<file path="config.mk">
export PLATFORM = sky130hd
export DESIGN_NAME = core_control_fsm
export DESIGN_NICKNAME = d
export VERILOG_FILES = /design/src/rtl/core_ctrl_pkg.sv /design/src/rtl/core_next_pc.sv /design/src/rtl/core_control_fsm.sv
export SDC_FILE = /design/constraint.sdc
export NUM_CORES = 1
export LEC_CHECK = 0
export BUFFER_PORTS_ARGS = -buffer_cell sky130_fd_sc_hd__buf_2
export CAP_MARGIN = 20
export CORE_ASPECT_RATIO = 1.5
export CORE_MARGIN = 2
export CORE_UTILIZATION = 25
export CTS_BUF_LIST = sky130_fd_sc_hd__clkbuf_16
export DETAILED_ROUTE_END_ITERATION = 6
export PLACE_DENSITY = 0.48
export SLEW_MARGIN = 10
export SYNTH_ARGS = -nofsm -noshare
export SYNTH_HDL_FRONTEND = slang
export SYNTH_SLANG_ARGS = --single-unit
</file>
<file path="constraint.sdc">
create_clock -name clock -period 3.9 [get_ports clock]
set_input_delay 0.585 -clock clock [delete_from_list [all_inputs] [get_ports clock]]
set_output_delay 0.585 -clock clock [all_outputs]
set_load 0.005 [all_outputs]
</file>
<file path="src/rtl/core_ctrl_pkg.sv">
// Shared types and constants for the RV32I multi-cycle control sequencer.
package core_ctrl_pkg;

  typedef enum logic [2:0] {
    FETCH      = 3'd0,
    WAIT_INSTR = 3'd1,
    EXECUTE    = 3'd2,
    WAIT_MEM   = 3'd3,
    HALT       = 3'd4
  } ctrl_state_t;

  typedef enum logic [1:0] {
    WB_ALU = 2'd0,
    WB_MEM = 2'd1,
    WB_PC4 = 2'd2,
    WB_IMM = 2'd3
  } wb_sel_t;

  localparam logic [31:0] PC_STEP = 32'd4;

endpackage

</file>
<file path="src/rtl/core_next_pc.sv">
// Combinational next-PC select: JAL, JALR, taken branch, else sequential; result is word aligned.
module core_next_pc
  import core_ctrl_pkg::*;
(
  input  logic [31:0] pc_i,
  input  logic        is_jal_i,
  input  logic        is_jalr_i,
  input  logic        is_branch_i,
  input  logic        take_branch_i,
  input  logic [31:0] jimm_i,
  input  logic [31:0] bimm_i,
  input  logic [31:0] jalr_target_i,
  output logic [31:0] next_pc_o
);

  logic [31:0] raw;

  always_comb begin
    raw = pc_i + PC_STEP;
    if (is_jal_i) begin
      raw = pc_i + jimm_i;
    end else if (is_jalr_i) begin
      raw = jalr_target_i;
    end else if (is_branch_i && take_branch_i) begin
      raw = pc_i + bimm_i;
    end
    next_pc_o = raw & 32'hFFFF_FFFC;
  end

endmodule

</file>
<file path="src/rtl/core_control_fsm.sv">
// Multi-cycle RV32I sequencer: owns PC/IR, drives the instruction BRAM and
// steps each instruction through fetch, execute, optional memory wait and retire.
module core_control_fsm
  import core_ctrl_pkg::*;
#(
  parameter int          IMEM_AWIDTH = 7,
  parameter logic [31:0] RESET_PC    = 32'h0000_0000
) (
  input  logic                   clock,
  input  logic                   reset,
  input  logic                   isALUreg,
  input  logic                   isALUimm,
  input  logic                   isBranch,
  input  logic                   isJALR,
  input  logic                   isJAL,
  input  logic                   isAUIPC,
  input  logic                   isLUI,
  input  logic                   isLoad,
  input  logic                   isStore,
  input  logic                   isSYSTEM,
  input  logic [4:0]             rdId,
  input  logic [31:0]            Bimm,
  input  logic [31:0]            Jimm,
  input  logic [31:0]            jalr_target,
  input  logic                   take_branch,
  input  logic                   mem_ready,
  input  logic [31:0]            instr_data,
  output logic                   instr_read_enable,
  output logic [IMEM_AWIDTH-1:0] instr_addr,
  output logic [31:0]            ir,
  output logic [31:0]            pc,
  output logic                   rf_write_enable,
  output logic [1:0]             wb_sel,
  output logic                   mem_req,
  output logic                   mem_we,
  output logic                   halted,
  output logic [31:0]            instret,
  output logic [2:0]             state
);

  ctrl_state_t state_q, state_d;
  logic [31:0] pc_q, pc_d;
  logic [31:0] ir_q, ir_d;
  logic [31:0] instret_q, instret_d;
  logic [31:0] next_pc;
  logic        retire;
  logic        writes_rd;
  wb_sel_t     wb_sel_c;

  core_next_pc u_next_pc (
    .pc_i          (pc_q),
    .is_jal_i      (isJAL),
    .is_jalr_i     (isJALR),
    .is_branch_i   (isBranch),
    .take_branch_i (take_branch),
    .jimm_i        (Jimm),
    .bimm_i        (Bimm),
    .jalr_target_i (jalr_target),
    .next_pc_o     (next_pc)
  );

  assign writes_rd = isALUreg | isALUimm | isLUI | isAUIPC | isJAL | isJALR;

  always_comb begin
    state_d         = state_q;
    pc_d            = pc_q;
    ir_d            = ir_q;
    instret_d       = instret_q;
    retire          = 1'b0;
    rf_write_enable = 1'b0;
    mem_req         = 1'b0;
    mem_we          = 1'b0;
    wb_sel_c        = WB_ALU;
    unique case (state_q)
      FETCH: state_d = WAIT_INSTR;
      WAIT_INSTR: begin
        ir_d    = instr_data;
        state_d = EXECUTE;
      end
      EXECUTE: begin
        if (isLoad || isStore) begin
          mem_req = 1'b1;
          mem_we  = isStore;
          state_d = WAIT_MEM;
        end else if (isSYSTEM) begin
          state_d = HALT;
        end else begin
          // Branches and undecodable words fall through here and retire as NOPs.
          retire          = 1'b1;
          rf_write_enable = writes_rd && (rdId != 5'd0);
          if (isLUI) begin
            wb_sel_c = WB_IMM;
          end else if (isJAL || isJALR) begin
            wb_sel_c = WB_PC4;
          end
        end
      end
      WAIT_MEM: begin
        wb_sel_c = WB_MEM;
        if (mem_ready) begin
          retire          = 1'b1;
          rf_write_enable = isLoad && (rdId != 5'd0);
        end
      end
      HALT: state_d = HALT;
      default: state_d = FETCH;
    endcase
    if (retire) begin
      state_d   = FETCH;
      pc_d      = next_pc;
      instret_d = instret_q + 32'd1;
    end
  end

  always_ff @(posedge clock or posedge reset) begin
    if (reset) begin
      state_q   <= FETCH;
      pc_q      <= RESET_PC;
      ir_q      <= '0;
      instret_q <= '0;
    end else begin
      state_q   <= state_d;
      pc_q      <= pc_d;
      ir_q      <= ir_d;
      instret_q <= instret_d;
    end
  end

  // Read enable is masked while reset is held so every strobe is quiet in reset.
  assign instr_read_enable = (state_q == FETCH) && !reset;
  assign instr_addr        = pc_q[IMEM_AWIDTH+1:2];
  assign ir                = ir_q;
  assign pc                = pc_q;
  assign instret           = instret_q;
  assign halted            = (state_q == HALT);
  assign wb_sel            = wb_sel_c;
  assign state             = state_q;

endmodule

</file>
==> results of run 1 <==
-- placed cells by master (no fill, tap or decap), drive strengths merged, types with 4 or more instances in the layout --
cell type  count
ha            59
a31oi          5
a211o          4
buf          262
a21oi         74
clkbuf         9
nor2          52
nand3         18
nor3          16
clkinv         4
o22ai          4
or3            8
nand4         13
nand2         94
o211ai        10
xor2          28
xnor2         48
o21bai         6
and3          44
mux2          33
a211oi        14
o21ai         71
inv           24
and4           5
dfrtp         97
nand2b         4
a21o          26
-- metrics by stage --
stage | hold WS (ns) | util
floorplan | 0.468 | -
global placement | 0.454 | 0.306
detailed placement | 0.461 | 0.306
CTS | 0.428 | 0.316
global route | 0.428 | 0.316
finish | 0.435 | 0.316
-- worst max-delay path, delay by kind of cell --
family,cells,cell delay [ns]
AO/OA/AOI/OAI,7,1.51
AND/OR/NAND/NOR,3,0.48
adder cells (fa/ha/maj),2,0.47
multiplexers,1,0.33
buffers and inverters,1,0.21
-- sequential cells by signal, summed over array words and instances (netlist names) --
name and count:
state 3, instret 32, ir 32, pc 30
-- kinds of logic after synthesis --
logic type               count (synthesis)
flip-flops                              97
adder cells (fa/ha/maj)                 61
AND/OR/NAND/NOR                        272
other                                    1
multiplexers                            36
buffers and inverters                   68
AO/OA/AOI/OAI                          260
XOR/XNOR                                76
-- metal layers --
layer,global-route usage,wire (µm),share of wire,vias to the layer above
li1,-,-,-,3649
met1,0.170,10100,0.39,3423
met2,0.307,13900,0.54,169
met3,0.0353,1320,0.051,39
met4,0.0423,654,0.025,6
met5,0,43,0.0017,-
-- worst paths after layout --
path	to	slack (ns)
max	pc[30]	0.52
min	ir[11]	0.44
max reg2reg	pc[30]	0.53
min reg2reg	instret[31]	0.46
max in group asynchronous	pc[14]	2.68
min in group clock	ir[16]	0.45
-- power groups by stage --
stage	Sequential [mW]	Clock [mW]	Combinational, mW
floorplan	1.05	0	0.276
finish	1.03	0.961	0.431
global placement	1.05	0	0.435
CTS	1.03	1.01	0.439
detailed placement	1.05	0	0.437
global route	1.04	1.04	0.483
-- area by class of cell --
cell class	instances	area (µm²)	area share
multi-input cells	707	4890	0.511
clock inverters	7	104	0.0108
diodes	1	2.50	0.000261
well taps	400	500	0.0523
flip-flops and latches	97	2430	0.254
repair buffers	262	1340	0.140
clock buffers	9	225	0.0235
inverters	21	81.3	0.00849
==> metrics, run 1 <==
area of the mapped netlist=7660 µm²; Clk network pwr share=0.396; number of top-level design ports=260; average wire per cell in the routed design=17.3 µm; Reg power frac=0.426; TritonRoute pass-1 iters=4; cell type with the highest occurrence count on the critical path=sky130_fd_sc_hd__a21oi_1; Detail Placement HPWL=21100 µm; switching pwr=0.752 mW; peak ir drop on the vdd network=about 0.00017 V; # fillers=3301; TritonCTS buffer count=9; setup slack after layout=0.523 ns; buffers inserted during post-CTS setup optimization=0; height of the die=218 µm; CP arrival=3.61 ns; Power Dens Cells=253 nW/µm²; standard-cell rows=between 70 and 80; gpl congestion=0.841; total power=2.43 mW; number of DRC violations after detailed-routing iteration 0=289; layout cell share with drive strength beyond 1=0.300; Worst Tran Pin Value=around 0.91 ns; highest attainable clock frequency=just under 0.3 GHz; status=completed; Synth Area per Inst=8.79 µm²; cell type with the largest total area after synthesis=sky130_fd_sc_hd__dfrtp_1; core outline area=30300 µm²; post-route antenna net violation count=0; peak per-stage delay on the critical path=0.40 ns; dominant cell by count in the synthesized netlist=sky130_fd_sc_hd__dfrtp_1; count of hold-fix buffers inserted at cts=0; relative area change from synthesis to final layout=25.0%; area of all placed cells without fillers=between 9000 and 10000 µm²; level count of the clock H-tree=3; Max Fanout on Critical Path=22; Clk Tree Root Cell=sky130_fd_sc_hd__clkbuf_16; hold violation count in the final report=0; clock-pin transition on the worst setup and hold timing paths=0.09 ns; prevailing post-synth register cell=sky130_fd_sc_hd__dfrtp_1; Internal Pwr Total=1.67 mW; TritonCTS clock tree=yes; compound-cell area share of the yosys netlist=0.222; startpoint types=primary input; HP Class=in2async; vias in the first global route=7345; via count normalized by instance count=4.84; setup repair after global routing missed its margin=false; fraction of synthesized area in multiplexers=0.0524; worst r2r path cells=12; number of warnings printed during yosys synthesis=0; endpoint kind of the worst setup timing path=flop; post-detailed-route DRC marker count=0; cells traversed along the worst timing path=buf_2, nand3b_1, ha_1, fa_1, a21o_1, nand4_1, a21oi_1, o21ai_1, and3_1, a21oi_1, a41o_1, mux2_1, o22ai_1, a21oi_1; post-route fraction of the period consumed by the critical path=0.866; Adder-Cell Fraction of Synth Area=0.102; largest net degree at the start of global routing=70; critical path start-end classification=in2reg; unique cell type count in the Yosys netlist=~80; input/output buffers=251; cell area after placement=9240 µm²; placed cell count=about 1500; Cells after Synth=871; aggregate negative setup slack=0 ns; switching portion of total power=0.310; total gr overflow=0; Clock Sink Count=between 90 and 100; pre-CTS WS=0.196 ns; most area-consuming cells after synthesis=sky130_fd_sc_hd__dfrtp_1 32%, sky130_fd_sc_hd__ha_1 9.6%, sky130_fd_sc_hd__xnor2_1 5.5%; post-route clock skew=0.0144 ns; Async S/R FF share, synth=1.00; Max-Slew Margin vs Limit=0.391; post-cts sizing count=0; Yosys top cell area share=0.317; combinational family with the most area after synthesis=compound AO/OA/AOI/OAI gates; number of enable flip-flop cells after synthesis=0; Crit. Startpoint=take_branch; clock insertion delay at the later pin of the skew report=~0.36 ns; part of the power in combinational logic=0.178; register area share after synthesis=0.317; number of register bits inferred by synthesis=between 90 and 100; reported leakage power=5.12 nW; Die Width=~150 µm; first-pass GRT wire length=between 30000 and 40000 µm; share of the synthesized netlist area taken by xor and xnor gates=0.0869; initial core utilization=0.253; final net count=1306; drt total wl=about 26000 µm; final standard cell count with taps included and fillers excluded=1504; top cells by count, synth=97 x sky130_fd_sc_hd__dfrtp_1, 93 x sky130_fd_sc_hd__nand2_1, 72 x sky130_fd_sc_hd__a21oi_1; all-layer global routing usage=0.158; via count of the routed design=between 7000 and 8000; Min Clock Period, post-route=3.38 ns; die outline area=32100 µm²; Max-cap violations=0; data required time at the worst endpoint=4.13 ns; clock tree buffer depth=2; Synth Area in Simple Gates=0.175; number of antenna violations at the first check in global routing=5; setup-violating endpoint count in the final report=0; cell with the largest stage delay on the worst path=sky130_fd_sc_hd__a21oi_1; launch instance of the worst register-to-register path=pc[2]; Max Transition Viols Final=0
(Power assumes the default switching activity.)
==> inputs of run 2 (changes only) <==
PLACE_DENSITY = 0.47   (was 0.48)
SYNTH_HIERARCHICAL = 1   (was unset)
==> run 2 against run 1 <==
Cell count is 11% higher. Non-clock buffer count rose by 14. Clock power about the same. Sequential share of layout area shrank 1.8 points. Power increased to 3.0 times the previous value. Clock skew is 0.0024 ns higher.
==> metrics, run 2 <==
status=completed (unchanged); via count of the routed design=8343 (was 7286); Top Family by Delay on Critical Path=simple AND/OR/NAND/NOR gates (was compound AO/OA/AOI/OAI gates); register area share after synthesis=0.294 (was 0.317); pre-CTS WS=0.509 ns (was 0.196 ns); endpoint kind of the worst setup timing path=flop (unchanged); Hold WS=0.359 ns (was 0.435 ns); number of antenna violations at the first check in global routing=10 (was 5); peak ir drop on the vdd network=0.000240 V (was 0.000174 V); Clock Sink Count=99 (was 97); TritonRoute pass-1 iters=5 (was 4); met2 usage in global routing=0.334 (was 0.307); Min Clock Period, post-route=3.23 ns (was 3.38 ns); Die Width=154 µm (was 147 µm); peak per-stage delay on the critical path=0.43 ns (was 0.40 ns); startpoint types=flop (was primary input); reported leakage power=5.08 nW (was 5.12 nW); hold violation count in the final report=0 (unchanged); post-detailed-route DRC marker count=0 (unchanged); top cells by count, synth=171 x sky130_fd_sc_hd__nand2_1, 99 x sky130_fd_sc_hd__dfrtp_1, 69 x sky130_fd_sc_hd__a21oi_1 (was 97 x sky130_fd_sc_hd__dfrtp_1, 93 x sky130_fd_sc_hd__nand2_1, 72 x sky130_fd_sc_hd__a21oi_1); relative area change from synthesis to final layout=24.9% (was 25.0%); GRT busiest layer=met2 (unchanged); highest attainable clock frequency=0.310 GHz (was 0.296 GHz); CP arrival=3.50 ns (was 3.61 ns); data required time at the worst endpoint=4.17 ns (was 4.13 ns); level count of the clock H-tree=3 (unchanged); area of the mapped netlist=8440 µm² (was 7660 µm²); first-pass GRT wire length=48500 µm (was 39700 µm); largest net degree at the start of global routing=54 (was 70); clock insertion delay at the later pin of the skew report=0.37 ns (was 0.36 ns); cell with the largest stage delay on the worst path=sky130_fd_sc_hd__dfrtp_1 (was sky130_fd_sc_hd__a21oi_1); # fillers=3604 (was 3301); number of enable flip-flop cells after synthesis=0 (unchanged); via count normalized by instance count=4.99 (was 4.84); Max-cap violations=0 (unchanged); number of DRC violations after detailed-routing iteration 0=393 (was 289); TritonCTS clock tree=yes (unchanged); buffers inserted during post-CTS setup optimization=0 (unchanged); final net count=1453 (was 1306); Async S/R FF share, synth=1.00 (unchanged); gpl congestion=0.870 (was 0.841); prevailing post-synth register cell=sky130_fd_sc_hd__dfrtp_1 (unchanged); Max Transition Viols Final=0 (unchanged); cell type with the highest occurrence count on the critical path=sky130_fd_sc_hd__nand2_1 (was sky130_fd_sc_hd__a21oi_1); initial core utilization=0.253 (about the same); clock-pin transition on the worst setup and hold timing paths=0.09 ns (about the same); layout cell share with drive strength beyond 1=0.282 (was 0.300); launch instance of the worst register-to-register path=pc[3] (was pc[2]); Max Fanout on Critical Path=7 (was 22); met3 track demand over resource in global routing=0.0441 (was 0.0353); standard-cell rows=82 (was 78); post-route clock skew=0.0168 ns (was 0.0144 ns); TritonCTS buffer count=9 (unchanged); Synth Area per Inst=8.44 µm² (was 8.79 µm²); Reg area=2480 µm² (was 2430 µm²); most area-consuming cells after synthesis=sky130_fd_sc_hd__dfrtp_1 29%, sky130_fd_sc_hd__ha_1 9.2%, sky130_fd_sc_hd__nand2_1 7.6% (was sky130_fd_sc_hd__dfrtp_1 32%, sky130_fd_sc_hd__ha_1 9.6%, sky130_fd_sc_hd__xnor2_1 5.5%); dominant cell by count in the synthesized netlist=sky130_fd_sc_hd__nand2_1 (was sky130_fd_sc_hd__dfrtp_1); most frequent cells in the layout=257 x sky130_fd_sc_hd__buf_2, 171 x sky130_fd_sc_hd__nand2_1, 99 x sky130_fd_sc_hd__dfrtp_1 (was 251 x sky130_fd_sc_hd__buf_2, 97 x sky130_fd_sc_hd__dfrtp_1, 93 x sky130_fd_sc_hd__nand2_1); Clk Tree Root Cell=sky130_fd_sc_hd__clkbuf_16 (unchanged); Power Dens Cells=698 nW/µm² (was 253 nW/µm²); cell type with the largest total area after synthesis=sky130_fd_sc_hd__dfrtp_1 (unchanged); height of the die=229 µm (was 218 µm); input/output buffers=257 (was 251); number of warnings printed during yosys synthesis=6 (was 0); core outline area=33300 µm² (was 30300 µm²); total gr overflow=0 (unchanged); Max-Slew Margin vs Limit=0.497 (was 0.391); all-layer global routing usage=0.180 (was 0.158); count of hold-fix buffers inserted at cts=0 (unchanged); cells traversed along the worst timing path=buf_4, ha_1, or3_1, o221ai_2, o21ai_2, nand4_1, a211oi_2, or2_1, a41oi_1, mux2i_1, o22ai_1, nand2_1, nand2_1 (was buf_2, nand3b_1, ha_1, fa_1, a21o_1, nand4_1, a21oi_1, o21ai_1, and3_1, a21oi_1, a41o_1, mux2_1, o22ai_1, a21oi_1); HP Class=in2async (unchanged); aggregate negative setup slack=0 ns (unchanged); setup slack after layout=0.669 ns (was 0.523 ns); critical path start-end classification=reg2reg (was in2reg); Crit path buffers/inverters=1 (unchanged); post-route fraction of the period consumed by the critical path=0.828 (was 0.866); Crit. Startpoint=pc[3] (was take_branch); clock tree buffer depth=2 (unchanged); number of register bits inferred by synthesis=99 (was 97); Multi-input gate area=5670 µm² (was 4890 µm²); number of top-level design ports=260 (unchanged); setup-violating endpoint count in the final report=0 (unchanged); post-route antenna net violation count=0 (unchanged); die outline area=35300 µm² (was 32100 µm²); vias in the first global route=8320 (was 7345); Cells after Synth=1000 (was 871); Yosys top cell area share=0.294 (was 0.317); Worst Tran Pin Value=0.755 ns (was 0.913 ns); post-cts sizing count=0 (unchanged); most common cell after layout, fill and taps aside=sky130_fd_sc_hd__buf_2 (unchanged); setup repair after global routing missed its margin=false (unchanged); average wire per cell in the routed design=19.1 µm (was 17.3 µm); drt total wl=32000 µm (was 26000 µm); global routing met1 resource utilization=0.193 (was 0.170); Detail Placement HPWL=26100 µm (was 21100 µm); unique cell type count in the Yosys netlist=83 (was 82)
## run 2: worst register-to-register path: stages, from the launching register on
cell and delay [ns]:
sky130_fd_sc_hd__dfrtp_1 0.43, sky130_fd_sc_hd__buf_4 0.18, sky130_fd_sc_hd__ha_1 0.23, sky130_fd_sc_hd__or3_1 0.39, sky130_fd_sc_hd__o221ai_2 0.21, sky130_fd_sc_hd__o21ai_2 0.13, sky130_fd_sc_hd__nand4_1 0.24, sky130_fd_sc_hd__a211oi_2 0.14
sky130_fd_sc_hd__or2_1 0.30, sky130_fd_sc_hd__a41oi_1 0.26, sky130_fd_sc_hd__mux2i_1 0.36, sky130_fd_sc_hd__o22ai_1 0.13, sky130_fd_sc_hd__nand2_1 0.08, sky130_fd_sc_hd__nand2_1 0.06
## run 2: layout make-up
| cell class | instances | area share |
|---|---|---|
| diodes | 3 | 0.000713 |
| clock buffers | 9 | 0.0214 |
| clock inverters | 7 | 0.00867 |
| inverters | 25 | 0.00914 |
| multi-input cells | 833 | 0.538 |
| flip-flops and latches | 99 | 0.235 |
| well taps | 420 | 0.0499 |
| repair buffers | 276 | 0.137 |
## run 2: metal layers
layer	vias to the layer above	part of all wire
met5	-	0.0029
met4	16	0.036
met3	59	0.069
met2	308	0.51
met1	3831	0.38
li1	4129	-
## run 2: final timing paths
| path | end | slack, ns | cells after the start |
|---|---|---|---|
| worst max-delay path | pc[25] | 0.67 | 13 |
| worst min-delay path | ir[16] | 0.36 | 2 |
| worst max register to register | pc[25] | 0.67 | 13 |
| worst min register to register | instret[31] | 0.47 | 1 |
| max in group asynchronous | instret[8] | 2.79 | 3 |
| min in group clock | ir[21] | 0.44 | 2 |
## run 2: logic make-up after synthesis
family	synth area share
compound gates	0.202
xor+xnor	0.107
fa+ha+maj	0.0920
buf+inv	0.0357
flops	0.294
mux	0.0546
other cells	0.000445
simple gates	0.214
## run 2: where the power goes
part	internal, mW	switching [mW]	leakage (nW)
clock	0.466	0.493	0.152
combinational	1.99	2.47	3.68
sequential	1.39	0.549	1.25
total	3.84	3.52	5.08
## run 2: metrics by stage
stage / instance area (µm²) / util / cells / power [mW]
6_report: 10500 / 0.316 / 1672 / 7.36
5_1_grt: 10500 / 0.316 / 1670 / 8.00
4_1_cts: 10500 / 0.316 / 1669 / 7.44
3_5_place_dp: 10200 / 0.306 / 1653 / 6.46
3_3_place_gp: 10200 / 0.306 / 1653 / 6.41
2_1_floorplan: 8440 / - / 1001 / 4.88
==> inputs of run 3 (changes only) <==
ABC_AREA = 1   (was unset)
PLACE_DENSITY = 0.45   (was 0.47)
clock period = 3.39 ns   (was 3.9 ns; I/O delays follow)
==> run 3 against run 2 <==
Count of clock-buffer cells in the layout unchanged. Sequential share of layout area shrank 4.3 points. Combinational power increased by 28%. Worst hold slack worse by 0.11 ns. Clock power rose by 16%. Critical path depth decreased by 3. Fmax is 17% higher. Routed wire length increased by 34%. Non-clock buffer count fell by 6. Via count rose by 45%. Core utilization shrank 1.0 points. Register-to-register slack lost 0.05 ns. Critical path type unchanged. Largest cell class unchanged. Largest power group unchanged. Highest routed layer unchanged.
==> metrics, run 3 <==
post-route fraction of the period consumed by the critical path=0.816 (was 0.828); aggregate negative setup slack=0 ns (unchanged); count of hold-fix buffers inserted at cts=0 (unchanged); setup slack after layout=0.624 ns (was 0.669 ns); highest attainable clock frequency=0.362 GHz (was 0.310 GHz); Max-cap violations=0 (unchanged); HP Class=in2async (unchanged); critical path start-end classification=reg2reg (unchanged); number of enable flip-flop cells after synthesis=0 (unchanged); unique cell type count in the Yosys netlist=45 (was 83); startpoint types=flop (unchanged); final net count=2263 (was 1453); input/output buffers=257 (unchanged); Synth Area per Inst=5.90 µm² (was 8.44 µm²); endpoint kind of the worst setup timing path=flop (unchanged); setup repair after global routing missed its margin=false (unchanged); final standard cell count with taps included and fillers excluded=2624 (was 1672); Die Width=173 µm (was 154 µm); routed wire length on met3=1450 µm (was 2210 µm); via count normalized by instance count=4.60 (was 4.99); core outline area=42100 µm² (was 33300 µm²); area of the mapped netlist=10700 µm² (was 8440 µm²); Async S/R FF share, synth=1.00 (unchanged); Max Transition Viols Final=0 (unchanged); cell area after placement=12600 µm² (was 10200 µm²); reported leakage power=7.01 nW (was 5.08 nW); Synth Area in Simple Gates=0.438 (was 0.214); Clk Tree Root Cell=sky130_fd_sc_hd__clkbuf_16 (unchanged); number of top-level design ports=260 (unchanged); compound-cell area share of the yosys netlist=0.0835 (was 0.202); drt total wl=43000 µm (was 32000 µm); wire length the detailed router placed on met1=15600 µm (was 12200 µm); prevailing post-synth register cell=sky130_fd_sc_hd__dfrtp_1 (unchanged); TritonCTS clock tree=yes (unchanged); post-detailed-route DRC marker count=0 (unchanged); clock tree buffer depth=2 (unchanged); most area-consuming cells after synthesis=sky130_fd_sc_hd__nand2_1 25%, sky130_fd_sc_hd__dfrtp_1 23%, sky130_fd_sc_hd__inv_1 8.3% (was sky130_fd_sc_hd__dfrtp_1 29%, sky130_fd_sc_hd__ha_1 9.2%, sky130_fd_sc_hd__nand2_1 7.6%); post-cts sizing count=0 (unchanged); Power Dens Cells=700 nW/µm² (was 698 nW/µm²); average wire per cell in the routed design=16.4 µm (was 19.1 µm); uppermost signal routing layer after detailed routing=met5 (unchanged); Hold WS=0.249 ns (was 0.359 ns); buffers inserted during post-CTS setup optimization=0 (unchanged); initial core utilization=0.254 (was 0.253); number of DRC violations after detailed-routing iteration 0=569 (was 393); TritonRoute pass-1 iters=5 (unchanged); vias in the first global route=12300 (was 8320); height of the die=257 µm (was 229 µm); register area share after synthesis=0.232 (was 0.294); launch instance of the worst register-to-register path=pc[18] (was pc[3]); number of antenna violations at the first check in global routing=7 (was 10); Worst Tran Pin Value=0.871 ns (was 0.755 ns); level count of the clock H-tree=3 (unchanged); combinational family with the most area after synthesis=simple AND/OR/NAND/NOR gates (unchanged); relative area change from synthesis to final layout=20.6% (was 24.9%); first-pass GRT wire length=66600 µm (was 48500 µm); standard-cell rows=92 (was 82); number of warnings printed during yosys synthesis=6 (unchanged); dominant cell by count in the synthesized netlist=sky130_fd_sc_hd__nand2_1 (unchanged); clock-pin transition on the worst setup and hold timing paths=0.09 ns (about the same); cell type with the highest occurrence count on the critical path=sky130_fd_sc_hd__nand2_1 (unchanged); Detail Placement HPWL=36000 µm (was 26100 µm); post-route clock skew=0.0214 ns (was 0.0168 ns); Clock Sink Count=99 (unchanged); most frequent cells in the layout=722 x sky130_fd_sc_hd__nand2_1, 257 x sky130_fd_sc_hd__buf_2, 234 x sky130_fd_sc_hd__inv_1 (was 257 x sky130_fd_sc_hd__buf_2, 171 x sky130_fd_sc_hd__nand2_1, 99 x sky130_fd_sc_hd__dfrtp_1); Yosys top cell area share=0.254 (was 0.294); layout cell share with drive strength beyond 1=0.173 (was 0.282); worst r2r path cells=10 (was 13); setup-violating endpoint count in the final report=0 (unchanged); Max Fanout on Critical Path=7 (unchanged); gpl congestion=0.919 (was 0.870); top cells by count, synth=722 x sky130_fd_sc_hd__nand2_1, 235 x sky130_fd_sc_hd__inv_1, 213 x sky130_fd_sc_hd__nor2_1 (was 171 x sky130_fd_sc_hd__nand2_1, 99 x sky130_fd_sc_hd__dfrtp_1, 69 x sky130_fd_sc_hd__a21oi_1); hold violation count in the final report=0 (unchanged); Cells after Synth=1812 (was 1000); Max-Slew Margin vs Limit=0.414 (was 0.497); clock insertion delay at the later pin of the skew report=0.38 ns (was 0.37 ns); TritonCTS buffer count=9 (unchanged); placed cell count=2607 (was 1653); Adder-Cell Fraction of Synth Area=0.0726 (was 0.0920); area of all placed cells without fillers=12900 µm² (was 10500 µm²); cell type with the largest total area after synthesis=sky130_fd_sc_hd__nand2_1 (was sky130_fd_sc_hd__dfrtp_1); all-layer global routing usage=0.193 (was 0.180); cells traversed along the worst timing path=ha_1, nand2_1, nor4_1, nand3_1, nand3_1, nand2_1, nand3_1, nand2_1, nand2_1, nand2_1 (was buf_4, ha_1, or3_1, o221ai_2, o21ai_2, nand4_1, a211oi_2, or2_1, a41oi_1, mux2i_1, o22ai_1, nand2_1, nand2_1); share of the synthesized netlist area taken by xor and xnor gates=0.0344 (was 0.107); Min Clock Period, post-route=2.77 ns (was 3.23 ns); most common cell after layout, fill and taps aside=sky130_fd_sc_hd__nand2_1 (was sky130_fd_sc_hd__buf_2); total gr overflow=0 (unchanged); fraction of synthesized area in multiplexers=0.0337 (was 0.0546); worst flop-to-flop path endpoint=pc[20] (was pc[25]); wire length on met2=23800 µm (was 16400 µm); status=completed (unchanged); pre-CTS WS=0.631 ns (was 0.509 ns); number of register bits inferred by synthesis=99 (unchanged); die outline area=44400 µm² (was 35300 µm²); CP arrival=3.02 ns (was 3.50 ns); reg2reg setup slack=0.62 ns (was 0.67 ns); data required time at the worst endpoint=3.64 ns (was 4.17 ns); via count of the routed design=12100 (was 8343); post-route antenna net violation count=0 (unchanged); peak per-stage delay on the critical path=0.79 ns (was 0.43 ns); largest net degree at the start of global routing=51 (was 54); peak ir drop on the vdd network=0.000379 V (was 0.000240 V); cell with the largest stage delay on the worst path=sky130_fd_sc_hd__nor4_1 (was sky130_fd_sc_hd__dfrtp_1)
## run 3: cell types whose count changed after synthesis, moves of 18 or more
cell / previous run / this run
sky130_fd_sc_hd__a21oi_1: 69 / 90
sky130_fd_sc_hd__nand3b_1: 1 / 19
sky130_fd_sc_hd__inv_1: 24 / 235
sky130_fd_sc_hd__nand2_1: 171 / 722
sky130_fd_sc_hd__nand3_1: 42 / 101
sky130_fd_sc_hd__xor2_1: 40 / 21
sky130_fd_sc_hd__nor2_1: 41 / 213
sky130_fd_sc_hd__xnor2_1: 63 / 21
## run 3: worst max-delay path by stage
stage                   from         end  slack (ns)
CTS                   pc[18]      pc[20]        0.71
floorplan              reset  instret[0]        0.29
finish                pc[18]      pc[20]        0.62
detailed placement  Jimm[18]      pc[20]        0.63
global placement    Jimm[18]      pc[20]        0.65
global route           pc[4]      pc[30]        0.44
## run 3: layout make-up
cell class	count	area [µm²]
Clock inverter	7	86.3
Antenna cell	1	2.50
Sequential cell	99	2480
Multi-Input combinational cell	1435	7080
Clock buffer	9	225
Timing Repair Buffer	270	1410
Tap cell	564	706
Fill cell	4924	29200
Inverter	239	900
## run 3: kinds of logic (layout without fill, tap and decap cells)
family / after synthesis / count (layout)
AO/OA/AOI/OAI: 165 / 165
XOR/XNOR: 42 / 42
adder cells (fa/ha/maj): 62 / 62
buffers and inverters: 279 / 525
flip-flops: 99 / 99
multiplexers: 32 / 32
other: 1 / 3
AND/OR/NAND/NOR: 1132 / 1132
## run 3: worst max-delay path: cells and delay by family, from the launching register on
kind | cells | cell delay (ns)
adder cells (fa/ha/maj) | 1 | 0.43
flip-flops | 1 | 0.51
AND/OR/NAND/NOR | 9 | 1.73
## run 3: stage by stage
| stage | util | power [mW] |
|---|---|---|
| after floorplan | - | 5.95 |
| after global placement | 0.298 | 7.92 |
| after detailed placement | 0.298 | 7.97 |
| after CTS | 0.306 | 9.12 |
| after global routing | 0.306 | 9.97 |
| final | 0.306 | 9.02 |
## run 3: power breakdown
group          total (mW)  switching [mW]  internal, mW
registers            2.22           0.632          1.59
clock network        1.11           0.577         0.534
logic                5.69            3.53          2.16
## run 3: per-layer routing
layer | vias up | GRT usage
met4 | 12 | 0.0937
met3 | 87 | 0.0242
met2 | 256 | 0.389
met1 | 5534 | 0.190
met5 | - | 0
li1 | 6181 | -
